## config.mk

```make
export PLATFORM = sky130hd
export DESIGN_NAME = pc_sequencer
export DESIGN_NICKNAME = d
export VERILOG_FILES = /design/src/rtl/pc_sequencer.sv
export SDC_FILE = /design/constraint.sdc
export NUM_CORES = 1
export LEC_CHECK = 0
export CAP_MARGIN = 10
export CORE_AREA = 2 2 62 70
export CTS_CLUSTER_SIZE = 25
export DETAILED_ROUTE_END_ITERATION = 8
export DIE_AREA = 0 0 64 72
export PLACE_DENSITY_LB_ADDON = 0.12
export SYNTH_ARGS = -nofsm -noshare
export SYNTH_HDL_FRONTEND = slang
export SYNTH_SLANG_ARGS = --single-unit
```

## constraint.sdc

```tcl
create_clock -name clock -period 2.5 [get_ports clock]
set_input_delay 0.5 -clock clock [delete_from_list [all_inputs] [get_ports clock]]
set_output_delay 0.5 -clock clock [all_outputs]
set_load 0.03 [all_outputs]
```

## src/rtl/pc_sequencer.sv

```systemverilog
// ============================================================================
// Module   : pc_sequencer
// Brief    : Program counter with a call/return stack, a sticky halt state and
//            a fetch/operand address mux. The optional breakpoint logic is
//            enabled by defining PC_BRKPT_EN.
// Revision : 1.0 - initial release
// ============================================================================
`default_nettype none

module pc_sequencer #(
    parameter int ADDR_W      = 5,
    parameter int OPC_W       = 3,
    parameter int STACK_DEPTH = 4
) (
    input  logic              clock,
    input  logic              reset,
    input  logic              en,
    input  logic              step,
    input  logic              fetch_sel,
    input  logic [ADDR_W-1:0] addr_in,
    input  logic [OPC_W-1:0]  opcode,
    input  logic              skz_cmp,
    input  logic              load_in,
    input  logic              call_in,
    input  logic              ret_in,
`ifdef PC_BRKPT_EN
    input  logic              bp_en,
    input  logic [ADDR_W-1:0] bp_addr,
    output logic              bp_hit,
`endif
    output logic [ADDR_W-1:0] pc_out,
    output logic [ADDR_W-1:0] address_out,
    output logic              halted,
    output logic              stack_full,
    output logic              stack_empty,
    output logic              stack_err
);

    localparam int SP_W = $clog2(STACK_DEPTH + 1);

    localparam logic [OPC_W-1:0] c_op_hlt = OPC_W'(0);
    localparam logic [OPC_W-1:0] c_op_skz = OPC_W'(1);
    localparam logic [OPC_W-1:0] c_op_jmp = OPC_W'(7);

    localparam logic [SP_W-1:0]  c_sp_full = SP_W'(STACK_DEPTH);

    localparam logic [0:0] c_s_run  = 1'b0;
    localparam logic [0:0] c_s_halt = 1'b1;

    logic [0:0]        r_state;
    logic [ADDR_W-1:0] r_pc;
    logic [SP_W-1:0]   r_sp;
    logic              r_err;
    logic [ADDR_W-1:0] r_stack [STACK_DEPTH];

    logic [0:0]        w_state_nxt;
    logic [ADDR_W-1:0] w_pc_nxt;
    logic [SP_W-1:0]   w_sp_nxt;
    logic              w_err_nxt;
    logic              w_push;
    logic              w_update;
    logic [ADDR_W-1:0] w_pc_inc;
    logic [ADDR_W-1:0] w_pc_inc2;
    logic [ADDR_W-1:0] w_top;
    logic              w_full;
    logic              w_empty;

`ifdef PC_BRKPT_EN
    logic              r_bp_hit;
    logic              w_bp_nxt;
`endif

    assign w_pc_inc  = r_pc + ADDR_W'(1);
    assign w_pc_inc2 = r_pc + ADDR_W'(2);
    assign w_full    = (r_sp == c_sp_full);
    assign w_empty   = (r_sp == '0);

    // Top of stack is the entry just below the stack pointer.
    always_comb begin
        w_top = '0;
        for (int i = 0; i < STACK_DEPTH; i++) begin
            if (r_sp == SP_W'(i + 1)) begin
                w_top = r_stack[i];
            end
        end
    end

    // State register
    always_ff @(posedge clock or posedge reset) begin
        if (reset) begin
            r_state <= c_s_run;
            r_pc    <= '0;
            r_sp    <= '0;
            r_err   <= 1'b0;
            for (int i = 0; i < STACK_DEPTH; i++) begin
                r_stack[i] <= '0;
            end
`ifdef PC_BRKPT_EN
            r_bp_hit <= 1'b0;
`endif
        end else begin
            r_state <= w_state_nxt;
            r_pc    <= w_pc_nxt;
            r_sp    <= w_sp_nxt;
            r_err   <= w_err_nxt;
            for (int i = 0; i < STACK_DEPTH; i++) begin
                if (w_push && (r_sp == SP_W'(i))) begin
                    r_stack[i] <= w_pc_inc;
                end
            end
`ifdef PC_BRKPT_EN
            r_bp_hit <= w_bp_nxt;
`endif
        end
    end

    // Next-state logic: one prioritised action per committed step
    always_comb begin
        w_state_nxt = r_state;
        w_pc_nxt    = r_pc;
        w_sp_nxt    = r_sp;
        w_err_nxt   = r_err;
        w_push      = 1'b0;
        w_update    = 1'b0;
`ifdef PC_BRKPT_EN
        w_bp_nxt    = 1'b0;
`endif
        if (en && step) begin
            if (load_in) begin
                w_pc_nxt    = addr_in;
                w_state_nxt = c_s_run;
                w_update    = 1'b1;
            end else if (r_state == c_s_run) begin
                w_update = 1'b1;
                if (call_in) begin
                    if (!w_full) begin
                        w_push   = 1'b1;
                        w_sp_nxt = r_sp + SP_W'(1);
                        w_pc_nxt = addr_in;
                    end else begin
                        w_err_nxt = 1'b1;
                        w_pc_nxt  = w_pc_inc;
                    end
                end else if (ret_in) begin
                    if (!w_empty) begin
                        w_pc_nxt = w_top;
                        w_sp_nxt = r_sp - SP_W'(1);
                    end else begin
                        w_err_nxt = 1'b1;
                        w_pc_nxt  = w_pc_inc;
                    end
                end else if (opcode == c_op_hlt) begin
                    w_state_nxt = c_s_halt;
                end else if (opcode == c_op_jmp) begin
                    w_pc_nxt = addr_in;
                end else if ((opcode == c_op_skz) && skz_cmp) begin
                    w_pc_nxt = w_pc_inc2;
                end else begin
                    w_pc_nxt = w_pc_inc;
                end
            end
`ifdef PC_BRKPT_EN
            // Breakpoint lets the update land, then freezes on the same edge.
            if (w_update && bp_en && (w_pc_nxt == bp_addr)) begin
                w_state_nxt = c_s_halt;
                w_bp_nxt    = 1'b1;
            end
`endif
        end
    end

    // Output logic
    always_comb begin
        pc_out      = r_pc;
        address_out = fetch_sel ? r_pc : addr_in;
        halted      = (r_state == c_s_halt);
        stack_full  = w_full;
        stack_empty = w_empty;
        stack_err   = r_err;
`ifdef PC_BRKPT_EN
        bp_hit      = r_bp_hit;
`endif
    end

endmodule

`default_nettype wire
```

-- Word-level counts from Yosys, hierarchy flattened
Cells that the tools add are included.
- input port bits: 17
- output and inout bits: 14
- register bits: 30
- word-level logic and storage cells: 70
- add/sub/neg operators: 4
- equal/unequal tests: 11
- reductions and logical operators: 13
- muxes and demuxes: 32
- bitwise gates (word level): 2
- operators with widths (kind ; number):
    $mux 5 ; 14
    $mux 1 ; 14
    $mux 3 ; 4
    $reduce_and 6->1 ; 2
    $eq 3x1->1 const B ; 2
    $eq 3x2->1 const B ; 2
    $eq 3x3->1 const B ; 2
    $logic_and 1x1->1 ; 6
    $logic_not 3->1 ; 2
    $ne 2x2->1 const B ; 3
    $add 5x1->5 const B ; 1
    $add 5x2->5 const B ; 1
    $ne 4x4->1 const B ; 1
    $reduce_bool 2->1 ; 2
    $add 3x1->3 const B ; 1
    $reduce_and 3->1 ; 1
    $sub 3x1->3 const B ; 1
    $ne 2x1->1 const B ; 1
    $not 1->1 ; 2

-- Longest topological paths before layout
- depth after elaboration: 10
- depth in mapped cells: 9
- gate-level depth less buffers: 8

-- Worst setup path after synthesis
Ideal clock, no wire load.
- kind: register to register
- from: register r_sp[0]
- to: register r_sp[2]
- required time: 2.369 ns
- path slack: 0.472 ns
- stages on the path, launching flop included: 9
- arrival: 1.897 ns
- clock period less this slack: 2.028 ns
- path through: dfrtp_1 -> inv_1 -> ha_1 -> buf_2 -> nor2b_1 -> nor2_1 -> o21a_1 -> o21ai_0 -> a22oi_1
- RTL lines (what ; line ; text):
    start: declaration ; 52 ; logic [SP_W-1:0] r_sp;
    start signal: assignment ; 104 ; r_sp <= w_sp_nxt;
    $logic_not 3->1 ; 76 ; assign w_empty = (r_sp == '0);
    net stack_empty ; 35 ; output logic stack_empty,
    $ne 2x2->1 (no source line) ; -- ;
    $reduce_and 6->1 (no source line) ; -- ;
The timed path passes the listed nets, and every way through them passes these cells. The select of a mux whose other input is x is not followed.
A chain may end at the register's enable or synchronous reset.

-- Worst setup path in the final report
- from: input fetch_sel
- to: output address_out[1]
- longest elaborated chain between the ends: 1
- ends and longest elaborated chain (what ; line ; text):
    start: declaration ; 19 ; input logic fetch_sel,
    $mux 5 ; 175 ; address_out = fetch_sel ? r_pc : addr_in;
    end: declaration ; 32 ; output logic [ADDR_W-1:0] address_out,
Every way passes these cells.

==> summary.md <==
| Metric | Value |
|---|---|
| Status | `finished clean` |
| Crit path DAT | `1.82 ns` |
| Antenna violations before repair | `0` |
| Crit Reg-Reg Endpoint | `pc_out[4]` |
| Peak supply drop | `447 uV` |
| DRC viols | `0` |
| Core Area | `0.00387 mm^2` |
| Diodes inserted | `0` |
| Antenna Violating Nets Remaining | `0` |
| Clock sink count | `30` |
| Final WS setup | `0.177 ns` |
| Port-buffer cells | `30` |
| Die area | `0.00461 mm^2` |
| Syn nets | `238` |
| Pleak | `1.15 nW` |
| CP Class | `in2out` |
| Number of flops mapped to enable cells by yosys | `0` |
| Worst-Margin Slew | `0.592 ns` |
| Area Overhead vs Synth | `24.1%` |
| Most used DFF post-synth | `dfrtp_1` |
| Yosys top cell by area | `dfrtp_1` |
| Die H | `72 um` |
| Pins Over Slew Limit | `0` |
| Largest net degree at the start of global routing | `31` |
| CTS tree | `built` |
| Tot Pwr | `2.00 mW` |
| Root buffer cell | `clkbuf_8` |
| Netlist cell types | `48` |
| Ports | `31` |
| Synthesized flop and latch total | `30` |
| Sum of negative setup slack | `0 ns` |
| Clock-pin slew on the worst setup and hold paths | `0.07 ns` |
| Gr busiest metal | `met2` |
| Hold Path Class | `reg2reg` |
| Final core occ | `64.6%` |
| Post-DP HPWL | `3430 um` |
| Final setup viols | `0` |
| Vias in the first global route | `1,654` |
| Crit path capture | `address_out[1]` |
| Critical path, cell by cell | `clkdlybuf4s50_1 -> mux2_2 -> dlygate4sd2_1` |
| Commonest non-fill, non-tap cell in the layout | `nand2_1` |
| Critical path's largest stage delay | `0.60 ns` |
| Initial Utilization | `52.0%` |
| Skew final | `0.00276 ns` |
| Vias | `1,696` |
| First-pass GRT wire length | `7850 um` |
| F_max | `430 MHz` |
| Mapped cell area | `0.00202 mm^2` |
| Syn. warnings | `0` |
| Max-Cap Viols | `0` |
| Post-synthesis sequential area ratio | `37.2%` |
| Vias/cell | `5.56` |
| Asr flop ratio synth | `100%` |
| Iteration-0 DRC Markers | `102` |
| Layout Nets | `277` |
| DRT Pass-1 Iters | `4` |
| Period utilization | `92.9%` |
| Pre-CTS WS | `-0.0844 ns` |
| CP required | `2.00 ns` |
| Crit path time final | `2.32 ns` |
| Pwr Density | `801 mW/mm^2` |
| Worst setup startpoint | `fetch_sel` |
| GRT met1 Usage | `28.4%` |
| Worst flop-to-flop path startpoint | `pc_out[0]` |
| Longest Clk Path Bufs | `2` |
| Most frequent cells in the layout | `nand2_1, dfrtp_1, clkdlybuf4s50_1` |
| Share of cells above drive strength 1 | `19.0%` |
| Clock insertion delay at the later pin of the skew report | `0.29 ns` |
| R2r setup slk | `0.33 ns` |
| Largest cells by area after synthesis | `dfrtp_1, mux2_2, nand2_1` |
| Std-Cell Rows | `24` |
| RSZ-0062 raised after global routing | `no` |
| Inserted Clock Buffers | `5` |
| Mapped Cells | `213` |
| Syn Area/Cell | `9.46 um^2` |
| # H-tree levels | `2` |
| R2R cell count | `6` |
| Worst path slowest cell | `clkdlybuf4s50_1` |
| GRT met3 Usage | `4.96%` |
| Endpoint class of the critical path | `primary output` |
| Crit path max fanout | `6` |
| DRT Wirelength | `4630 um` |
| GP Congestion | `0.818` |
| Synth top area share | `37.2%` |
| Relative slew margins | `60.4%` |
| Die X | `64 um` |
| DR WL/cell | `15.2 um` |
| Congestion Overflow GR | `0` |
| Type of origin of the critical path | `input port` |
| Met2 Use GR | `37.4%` |
| Count of final hold-check violations | `0` |
| Tot GR Track Use | `22.3%` |
==> logic make-up (layout without fill, tap and decap cells) <==
| logic type | Yosys count | count (layout) | share of synthesized area, % |
|---|---|---|---|
| XOR/XNOR | 6 | 6 | 2.61 |
| adder cells (fa/ha/maj) | 8 | 8 | 4.97 |
| AND/OR/NAND/NOR | 67 | 67 | 16.1 |
| buffers and inverters | 19 | 59 | 4.53 |
| flip-flops | 30 | 30 | 37.2 |
| multiplexers | 26 | 26 | 14.2 |
| AO/OA/AOI/OAI | 57 | 57 | 20.3 |
==> metal layers <==
layer	up-vias	wire [um]
li1	856	-
met2	38	2220
met1	793	2120
met3	9	223
met4	0	71
met5	-	0
==> worst min-delay path by stage <==
stage	start	slack, ns	to	cells after the start
6_report	stack_err	0.48	stack_err	1
5_1_grt	stack_err	0.51	stack_err	1
4_1_cts	stack_err	0.49	stack_err	1
3_5_place_dp	stack_err	0.47	stack_err	1
3_3_place_gp	stack_err	0.46	stack_err	1
2_1_floorplan	r_stack[10]	0.45	r_stack[10]	2
==> cell type report <==
class,instances,area (um^2)
Clock buffer,5,68.8
Multi-Input combinational cell,164,1170
Timing Repair Buffer,42,389
Sequential cell,30,751
Fill cell,330,1370
Inverter,9,33.8
Clock inverter,3,21.3
Tap cell,52,65.1
==> registers in the layout, indices dropped and copies added (netlist names) <==
signal / cells
r_stack: 20
stack_err: 1
pc_out: 5
r_sp: 3
halted: 1
==> Yosys cell counts, types with 3 or more instances <==
master and count:
xnor2_1 4, o21ai_0 17, dfrtp_1 30, ha_1 8, nand3_1 4, nor2_1 8
mux2i_1 5, a22oi_1 3, nand2b_1 4, a32oi_1 3, a21oi_1 8, buf_2 7
nor3_1 4, inv_1 9, mux2_2 21, nor2b_1 3, a221oi_1 3, o21a_1 3
nand4_1 3, nand2_1 31
==> power by group <==
group / switching, mW / internal [mW]
clock network: 0.205 / 0.195
registers: 0.0940 / 0.592
logic: 0.524 / 0.395
total: 0.823 / 1.18
==> worst max-delay path, delay by kind of cell <==
kind	cells	cell delay, ns
multiplexers	1	0.37
buffers and inverters	2	0.95
==> repair_timing <==
action,in CTS,in global routing
endpoints found under the setup margin,5,2
hold buffers,0,0
resized for setup,5,2
buffers inserted,0,0
==> through the flow <==
stage / hold WS (ns) / cell area [um^2] / instances
2_1_floorplan: 0.450 / 2020 / 213
6_report: 0.476 / 2500 / 305
3_5_place_dp: 0.470 / 2410 / 297
5_1_grt: 0.511 / 2500 / 305
3_3_place_gp: 0.463 / 2410 / 297
4_1_cts: 0.485 / 2500 / 305
Note: power is estimated with default switching activity, not from simulation.
==> variant 1 (same flow settings) <==
Set the parameter `ADDR_W` to 4 (it was 5).
--- a/src/rtl/pc_sequencer.sv
+++ b/src/rtl/pc_sequencer.sv
@@ -9,5 +9,5 @@
 
 module pc_sequencer #(
-    parameter int ADDR_W      = 5,
+    parameter int ADDR_W      = 4,
     parameter int OPC_W       = 3,
     parameter int STACK_DEPTH = 4
Ports: changed (resized addr_in, address_out and pc_out); port bits go from 31 to 28. No check against the original RTL was run, so the function may have changed too.
==> variant 1 against the original RTL <==
Routed wire length fell by 7.6%; clock power fell by 41%; fmax rose by 2.2%; cell area fell by 15%; sequential cell count fell by 5; combinational power fell by 9.4%; via count fell by 6.0%; total power fell by 15%; synthesized area fell by 15%; setup slack improved by 0.050 ns; non-clock buffer count fell by 8; critical endpoint unchanged; largest power group unchanged.
==> variant 1: results (changes against the original RTL) <==
[synthesis]
synth_mux_area_frac = 0.0553  ; -0.0868
synthesis.nets = 228  ; -4.2%
synth_seq_area_share = 0.364  ; -0.00854
ys_top_cells_by_count = nand2_1 (45), dfrtp_1 (25), o21ai_0 (24)
async_reset_ff_frac = 1.00  ; unchanged
synth_area_leaders = dfrtp_1 (36%), nand2_1 (9.8%), o21ai_0 (7.0%)
synth_fa_ha_area_frac = 0.0582  ; +0.00857
synth_compound_area_frac = 0.226  ; +0.0234
synth_ff_type = dfrtp_1
synth_cell_types = 47  ; -2.1%
synth_xor_area_frac = 0.0255  ; -0.000598

[grt]
grt_use_total = 0.204  ; -0.0187
grt_use_met3 = 0.0326  ; -0.0171
grt_pass1_wl_um = 7460  ; -4.9%
grt_pass1_vias = 1604  ; -3.0%
use_met1 = 0.256  ; -0.0278
grt_use_met2 = 0.347  ; -0.0266
grt_start_max_net_pins = 26  ; -16%

[drt]
met2_length_um = 2110  ; -4.7%
dr_wl_met3_um = 206  ; -7.6%
vias_per_cell = 5.53  ; -0.47%
wire_per_inst_um = 14.9  ; -2.1%
drt-met1-wl_um = 1880  ; -11%
drtIter0Drc = 72  ; -29%

[sta]
fmax_mhz = 440  ; +2.2%
worst_slew_pin_slew_ns = 0.523  ; -0.0686 ns
hold_ws_ns = 0.474  ; -0.00158 ns
fin_skew_ns = 0.00196  ; -0.000798 ns

[power]
ir_worst_vdd_mv = 0.463  ; +3.5%
p_leak_uw = 0.000942  ; -18%

[clock_network]
ctsHtreeMaxLevel = 1  ; -1
cts_buffers = 3  ; -2
cts_resized = 3  ; -2
path_clk_slew_ns = 0.09  ; +0.02 ns
clk_latency_ns = 0.26  ; -0.03 ns

[setup_path]
crit_fanout = 5  ; -1
timing.rr.end = pc_out[3]
worst_path_largest_cell_delay_ns = 0.56  ; -0.04 ns
rr_worst_depth = 7  ; +1
worstPathArrival_ns = 1.77  ; -0.05 ns
r2r_start = r_sp[2]
rrSetupSlack_ns = 0.47  ; +0.14 ns
startpoint = fetch_sel

[final_layout]
final_nets = 261  ; -5.8%
largest_reg_flops = 16  ; -20%
drive_above_1_share = 0.0932  ; -0.0965

[outcome]
status = completed

[placed_design]
portBuffers = 27  ; -10%
dp_hpwl_um = 3350  ; -2.4%
pre_cts_ws_ns = -0.0149  ; +0.0694 ns
gp_congestion = 0.916  ; +12%

variant 1: area by class of cell:
class | count | area [um^2]
Fill cell | 362 | 1750
Timing Repair Buffer | 34 | 327
Clock inverter | 1 | 5.00
Tap cell | 52 | 65.1
Multi-Input combinational cell | 162 | 1020
Sequential cell | 25 | 626
Inverter | 11 | 41.3
Clock buffer | 3 | 41.3
variant 1: through the flow:
| stage | TNS, ns | instances | instance area, um^2 | utilization |
|---|---|---|---|---|
| 2_1_floorplan | 0 | 204 | 1720 | - |
| 3_3_place_gp | -0.00205 | 284 | 2080 | 0.536 |
| 3_5_place_dp | -0.0149 | 284 | 2080 | 0.536 |
| 4_1_cts | 0 | 288 | 2120 | 0.547 |
| 5_1_grt | 0 | 288 | 2130 | 0.549 |
| 6_report | 0 | 288 | 2130 | 0.549 |
variant 1: where the power goes:
group          internal [uW]  switching (uW)
clock                    111             125
combinational            350             482
sequential               506             121
total                    968             728
==> variant 2 (same settings) <==
Without the edit above. Take the reset off `r_pc` and load it in a clocked block of its own.
--- a/src/rtl/pc_sequencer.sv
+++ b/src/rtl/pc_sequencer.sv
@@ -90,5 +90,4 @@
         if (reset) begin
             r_state <= c_s_run;
-            r_pc    <= '0;
             r_sp    <= '0;
             r_err   <= 1'b0;
@@ -101,5 +100,4 @@
         end else begin
             r_state <= w_state_nxt;
-            r_pc    <= w_pc_nxt;
             r_sp    <= w_sp_nxt;
             r_err   <= w_err_nxt;
@@ -113,4 +111,8 @@
 `endif
         end
+    end
+
+    always_ff @(posedge clock) begin
+        r_pc <= w_pc_nxt;
     end
 
Check against the original RTL: not equivalent (a bounded check fails within 4 cycles, from zero or initial values and one cycle with reset high).
==> variant 2 against the original RTL <==
Via count grew 3.2%; routed wire length grew 2.7%; largest cell class unchanged; cell area shrank 0.40%; largest power group unchanged; synthesized cell count grew 3.3%; critical path depth grew 1; utilization shrank 0.26 points; setup slack lost 0.10 ns; total power shrank 5.1%; sequential cell count is the same; sequential power shrank 6.0%; critical endpoint is now address_out[4]; highest routed layer unchanged; count of clock-buffer cells in the layout grew 2; combinational power shrank 16%; synthesized area shrank 3.8%.
==> variant 2: results (changes against the original RTL) <==
[grt]
grt_use_met3 = 0.0403  ; -0.00930
grt_pass1_wl_um = 8180  ; +4.3%
grt_use_total = 0.226  ; +0.00300
grt_start_max_net_pins = 26  ; -16%

[final_layout]
buf_share = 0.173  ; +0.0172
num-nonclk-buffers = 48  ; +14%
seq_share = 0.311  ; +0.0112
fill_cells = 323  ; -2.1%
final_nets = 289  ; +4.3%
multi_input_area_share = 0.434  ; -0.0353
utilization = 0.643  ; -0.00258
final_cells = 317  ; +3.9%
multi_input_gates = 170  ; +3.7%
drive_above_1_share = 0.147  ; -0.0426
nClkBuffers = 7  ; +2

[sta]
fmax_mhz = 413  ; -4.1%
fin_skew_ns = 0.00432  ; +0.00156 ns
worst_slew_pin_slew_ns = 0.457  ; -0.135 ns

[drt]
vias_per_cell = 5.52  ; -0.72%
met2_length_um = 2320  ; +4.7%
drt-total-wl_um = 4750  ; +2.7%
drtIter0Drc = 89  ; -13%
drt-met1-wl_um = 2050  ; -3.2%

[placed_design]
place_area_um2 = 2390  ; -1.0%
pre_cts_ws_ns = -0.0667  ; +0.0176 ns
dp_hpwl_um = 3550  ; +3.6%

[setup_path]
worst_path_largest_cell_delay_ns = 0.69  ; +0.09 ns
r2r_start = r_sp[0]
crit_end = address_out[4]

[synthesis]
ys_top_cells_by_count = nand2_1 (41), o21ai_0 (36), dfrtp_1 (25)
synth_edf_count = 5  ; +5
synthesis.nets = 245  ; +2.9%

[power]
powerComb_uw = 769  ; -16%
clk-power_uw = 487  ; +22%

[clock_network]
cts_resized = 4  ; -1

[outcome]
status = completed

## variant 2: cell count changes after synthesis, sizes merged, moves of 3 or more
cell	before	now
clkbuf	0	4
dfrtp	30	25
nand2	31	44
mux2i	5	2
edfxtp	0	5
o21ai	19	36
buf	10	7
o21a	3	0
mux2	21	9
## variant 2: cells by family (layout without fill, tap and decap cells)
kind of cell / after synthesis / after routing / share of synthesized area
mux: 11 / 11 / 0.0626
compound gates: 71 / 71 / 0.230
simple gates: 72 / 72 / 0.177
flops: 30 / 30 / 0.400
fa+ha+maj: 8 / 8 / 0.0516
xor+xnor: 8 / 8 / 0.0361
buf+inv: 20 / 65 / 0.0426
## variant 2: how the worst min path moves through the flow
stage                       end         from  slack [ns]  cells after the start
CTS                  r_stack[4]   r_stack[4]        0.48                      2
floorplan            r_stack[4]   r_stack[4]        0.44                      2
global placement     r_stack[4]   r_stack[4]        0.46                      2
global route        r_stack[14]  r_stack[14]        0.50                      2
finish                stack_err    stack_err        0.47                      1
detailed placement   r_stack[4]   r_stack[4]        0.47                      2
